===== src/rtl/fire_sample_ctrl.sv =====
// Sample sequencer for the EMA fire detector: paces sensor reads, strobes samples and confirms fire.
// Optional read timeout / sensor_fault logic is built only when FIRE_CTRL_TIMEOUT_EN is defined.
module fire_sample_ctrl #(
    parameter int SAMPLE_PERIOD  = 50000,
    parameter int CONFIRM_COUNT  = 3,
    parameter int WARMUP_SAMPLES = 8,
    parameter int RD_TIMEOUT     = 1000
) (
    input  logic        clk,
    input  logic        rst_n,
    input  logic        enable,
    output logic        rd_req,
    input  logic        rd_ack,
    input  logic [15:0] rd_data,
    output logic [15:0] lux_out,
    output logic        lux_valid,
    input  logic        fire_in,
    input  logic        alarm_clr,
    output logic        fire_alarm,
    output logic        busy,
    output logic        overrun,
    output logic        sensor_fault
);

    localparam int PW = $clog2(SAMPLE_PERIOD + 1);
    localparam int CW = $clog2(CONFIRM_COUNT + 1);
    localparam int WW = (WARMUP_SAMPLES > 0) ? $clog2(WARMUP_SAMPLES + 1) : 1;

    localparam logic [PW-1:0] PERIOD_LAST = PW'(SAMPLE_PERIOD - 1);
    localparam logic [CW-1:0] CONF_MAX    = CW'(CONFIRM_COUNT);
    localparam logic [WW-1:0] WARM_INIT   = WW'(WARMUP_SAMPLES);

    typedef enum logic [1:0] {
        IDLE  = 2'd0,
        REQ   = 2'd1,
        VALID = 2'd2,
        EVAL  = 2'd3
    } state_t;

    state_t        state_reg, state_next;
    logic [PW-1:0] period_reg, period_next;
    logic          pending_reg, pending_next;
    logic          overrun_reg, overrun_next;
    logic [WW-1:0] warm_reg, warm_next;
    logic [CW-1:0] conf_reg, conf_next;
    logic          alarm_reg, alarm_next;
    logic [15:0]   lux_reg, lux_next;

    logic tick;
    logic take;
    logic eval_now;
    logic timeout_expired;

    assign tick     = enable && (period_reg == PERIOD_LAST);
    assign take     = (state_reg == IDLE) && pending_reg;
    assign eval_now = (state_reg == EVAL);

    // Period counter and pending/overrun bookkeeping
    always_comb begin
        period_next  = period_reg;
        pending_next = pending_reg;
        overrun_next = overrun_reg;
        if (!enable || tick) begin
            period_next = '0;
        end else begin
            period_next = period_reg + 1'b1;
        end
        if (take) begin
            pending_next = 1'b0;
        end else if (tick) begin
            pending_next = 1'b1;
        end
        if (tick && pending_reg) begin
            overrun_next = 1'b1;
        end
        if (alarm_clr) begin
            overrun_next = 1'b0;
        end
    end

    always_comb begin
        state_next = state_reg;
        lux_next   = lux_reg;
        case (state_reg)
            IDLE: begin
                if (pending_reg) begin
                    state_next = REQ;
                end
            end
            REQ: begin
                if (rd_ack) begin
                    lux_next   = rd_data;
                    state_next = VALID;
                end else if (timeout_expired) begin
                    state_next = IDLE;
                end
            end
            VALID:   state_next = EVAL;
            EVAL:    state_next = IDLE;
            default: state_next = IDLE;
        endcase
    end

    // Warm-up evaluations are swallowed; afterwards a positive streak confirms the alarm
    always_comb begin
        warm_next  = warm_reg;
        conf_next  = conf_reg;
        alarm_next = alarm_reg;
        if (eval_now) begin
            if (warm_reg != '0) begin
                warm_next = warm_reg - 1'b1;
            end else if (fire_in) begin
                conf_next  = (conf_reg == CONF_MAX) ? CONF_MAX : conf_reg + 1'b1;
                alarm_next = alarm_reg | (conf_next == CONF_MAX);
            end else begin
                conf_next = '0;
            end
        end
        if (alarm_clr) begin
            conf_next  = '0;
            alarm_next = 1'b0;
        end
    end

    always_ff @(posedge clk or negedge rst_n) begin
        if (!rst_n) begin
            state_reg   <= IDLE;
            period_reg  <= '0;
            pending_reg <= 1'b0;
            overrun_reg <= 1'b0;
            warm_reg    <= WARM_INIT;
            conf_reg    <= '0;
            alarm_reg   <= 1'b0;
            lux_reg     <= '0;
        end else begin
            state_reg   <= state_next;
            period_reg  <= period_next;
            pending_reg <= pending_next;
            overrun_reg <= overrun_next;
            warm_reg    <= warm_next;
            conf_reg    <= conf_next;
            alarm_reg   <= alarm_next;
            lux_reg     <= lux_next;
        end
    end

`ifdef FIRE_CTRL_TIMEOUT_EN
    localparam int TW = $clog2(RD_TIMEOUT + 1);
    localparam logic [TW-1:0] TO_LAST = TW'(RD_TIMEOUT - 1);

    logic [TW-1:0] to_reg, to_next;
    logic          fault_reg, fault_next;

    // An ack arriving on the expiry cycle still completes the read
    assign timeout_expired = (state_reg == REQ) && !rd_ack && (to_reg == TO_LAST);

    always_comb begin
        to_next    = (state_reg == REQ) ? to_reg + 1'b1 : '0;
        fault_next = fault_reg;
        if (timeout_expired) begin
            fault_next = 1'b1;
        end
        if (alarm_clr) begin
            fault_next = 1'b0;
        end
    end

    always_ff @(posedge clk or negedge rst_n) begin
        if (!rst_n) begin
            to_reg    <= '0;
            fault_reg <= 1'b0;
        end else begin
            to_reg    <= to_next;
            fault_reg <= fault_next;
        end
    end

    assign sensor_fault = fault_reg;
`else
    logic unused_rd_timeout;
    assign unused_rd_timeout = (RD_TIMEOUT > 0);
    assign timeout_expired   = 1'b0;
    assign sensor_fault      = 1'b0;
`endif

    assign rd_req     = (state_reg == REQ);
    assign lux_valid  = (state_reg == VALID);
    assign busy       = (state_reg != IDLE);
    assign lux_out    = lux_reg;
    assign fire_alarm = alarm_reg;
    assign overrun    = overrun_reg;

endmodule


===== config.mk =====
export PLATFORM = sky130hd
export DESIGN_NAME = fire_sample_ctrl
export DESIGN_NICKNAME = d
export VERILOG_FILES = /design/src/rtl/fire_sample_ctrl.sv
export SDC_FILE = /design/constraint.sdc
export NUM_CORES = 1
export LEC_CHECK = 0
export CORE_ASPECT_RATIO = 1.75
export CORE_MARGIN = 8
export CORE_UTILIZATION = 30
export CTS_BUF_LIST = sky130_fd_sc_hd__clkbuf_4 sky130_fd_sc_hd__clkbuf_8 sky130_fd_sc_hd__clkbuf_16
export DETAILED_ROUTE_END_ITERATION = 6
export GPL_TIMING_DRIVEN = 0
export PLACE_DENSITY = 0.59
export SKIP_CTS_REPAIR_TIMING = 1
export SYNTH_ARGS = -nofsm -noshare
export SYNTH_HDL_FRONTEND = slang
export SYNTH_SLANG_ARGS = --single-unit

===== constraint.sdc =====
create_clock -name clk -period 1.8 [get_ports clk]
set_input_delay 0.36 -clock clk [delete_from_list [all_inputs] [get_ports clk]]
set_output_delay 0.36 -clock clk [all_outputs]
set_load 0.1 [all_outputs]

==> results.yml <==
floorplan:
  fp.dieH_um: 122
  die-area_mm2: 0.00939
  coreArea_mm2: 0.00639
  ios: 44
  row_count: 39
  die_w_um: 76.8
  initial_utilization_pct: 30.3
synth:
  synth_cell_type_count: 28
  synth_most_common_cell: "dfrtp_1"
  ys_top_cells_by_count: "dfrtp_1, nor2_1, mux2_2, xnor2_1, inv_1"
  synth_ff_type: "dfrtp_1"
  synthCells: 172
  synth_area_leaders: "dfrtp_1, mux2_2, xnor2_1"
  yosys_warnings: 0
  ys_seq_area_share_pct: 55.5
  synth_nets: 201
  synth_edf_count: 0
  synth_area_mm2: 0.00194
  synth_top_area_share_pct: 54.2
  yosysTopAreaCell: "dfrtp_1"
  ys_seq_elements: 43
  synthArstFlopShare_pct: 100
  syn_avg_cell_area_um2: 11.3
timing:
  setup_violations: 0
  final_max_slew_viol_count: 0
  finClkSkew_ps: 3.44
  fmax_ghz: 0.569
  tightest_slew_ps: 1010
  finalHoldViolations: 0
  layout_setup_ws_ps: 41.6
  totalNegativeSetupSlack_ps: 0
  slew_headroom_pct: 32.6
  period_share_pct: 97.7
  finalCriticalPeriod_ps: 1760
  whs_ps: 435
placed_design:
  dp.cells: 297
  dp_worst_setup_slack_ps: -482
  post_dp_cell_area_mm2: 0.00252
  hpwlAfterDp_mm: 3.21
  io_buffers: 42
  gp_congestion: 0.746
routing:
  drc: 0
  post_drt_wl_per_cell_um: 13.8
  drt_iter0_drc: 38
  post_drt_via_cell_ratio: 4.52
  ant_nets: 0
  wl_mm: 4.31
  first_pass_iters: 4
  num_vias: 1405
setup_path:
  path_class: "flop to output pin"
  reg2regPathDepth: 6
  critPathTopFamily: "buffers and inverters"
  max_stage_delay_ps: 770
  crit_start: "lux_out[14]$_DFFE_PN0P_"
  timing.rr.end: "period_reg[14]$_DFF_PN0_"
  required_ps: 1440
  crit_path_end_kind: "output pin"
  path_max_fanout: 2
  worstSetupStartpointType: "flop"
  r2r-start: "period_reg[0]$_DFF_PN0_"
  critPathBufInv: 1
  cp.arrival_ps: 1400
  path_cells: "dlymetal6s2s_1"
  slowest_stage: "dlymetal6s2s_1"
  rrSetupSlack_ps: 90
clock_network:
  clockRootBuffer: "clkbuf_16"
  clockBufferDepth: 2
  cts.sinks: 43
  cts_max_level: 2
  cts_buffers: 5
  clk_latency_ps: 280
  cts_tree: "done"
  clk_pin_slew_ps: 60
min_path:
  hold_path_class: "input port to async pin"
pwr:
  power_mw: 5.02
  peakVddDrop_mv: 0.839
  cellPowerDensity_mw_per_mm2: 1810
  p_leak_nw: 1.30
global_route:
  antenna_found_initial: 0
  grt_max_degree: 39
  track_usage_pct: 9.51
  grt_pass1_wl_mm: 7.00
  first_global_vias: 1457
  grt-ovfl-total: 0
cells_and_area:
  area_growth_pct: 43.4
  n_antenna_cell: 0
  final_area_mm2: 0.00278
  final_util_pct: 43.5
  nNetsFinal: 257
  drive_above_1_share_pct: 23.1
  fin_cells: 311
  n_fill_cell: 619
flow_run:
  cap_viol_max_count: 0
outcome:
  outcome: "finished, final reports clean"
where the power goes:
group	leakage (nW)	total, mW	switching, mW	internal, mW
Sequential	0.555	1.32	0.125	1.19
Clock	0.0754	0.910	0.349	0.561
Combinational	0.670	2.80	2.07	0.724
per-layer routing:
metal	wire length [µm]	share of wire [%]	track usage (%)
met5	0	0	0
met4	125	2.9	6.54
met3	134	3.1	2.13
met2	2480	58	17.8
met1	1570	36	8.99
final cells by class:
cell class                      count  area, µm²  share of cell area, %
Clock buffer                        8        148                   5.31
Timing Repair Buffer               49        509                   18.3
Inverter                           12       48.8                   1.76
Tap cell                           82        103                   3.69
Multi-Input combinational cell    114        868                   31.2
Buffer                              3       26.3                  0.945
Sequential cell                    43       1080                   38.7
worst max-delay path by stage:
stage / to / slack (ps) / cells past startpoint
floorplan: state_reg[1]$_DFFE_PN0P_ / -70 / 5
global placement: period_reg[14]$_DFF_PN0_ / -860 / 1
detailed placement: busy / -480 / 4
CTS: busy / -790 / 4
global route: period_reg[8]$_DFF_PN0_ / -0.5 / 6
finish: lux_out[14] / 40 / 1
logic make-up (layout without fill, tap and decap cells):
logic type,after synthesis,after routing,share of synthesized area (%)
muxes,18,18,10.4
other,1,1,0.193
xor gates and xnor gates,15,15,6.77
and+or+nand+nor,62,62,15.9
DFF,43,43,55.5
AOI/OAI and AO/OA,11,11,3.35
buffers and inverters,15,72,3.29
adders and majority gates,7,7,4.52
cell usage in the layout (no fill, tap or decap), types with 4 or more instances in the layout:
cell,n
nand2_1,7
dlymetal6s2s_1,16
clkbuf_4,6
mux2_2,16
nor3_1,8
ha_1,4
nand4_1,4
inv_1,9
nor2_1,24
clkdlybuf4s50_1,20
clkbuf_16,5
buf_4,6
nand3_1,6
xnor2_1,14
nand2b_1,4
dfrtp_1,42
Note: power is estimated with default switching activity, not from simulation.
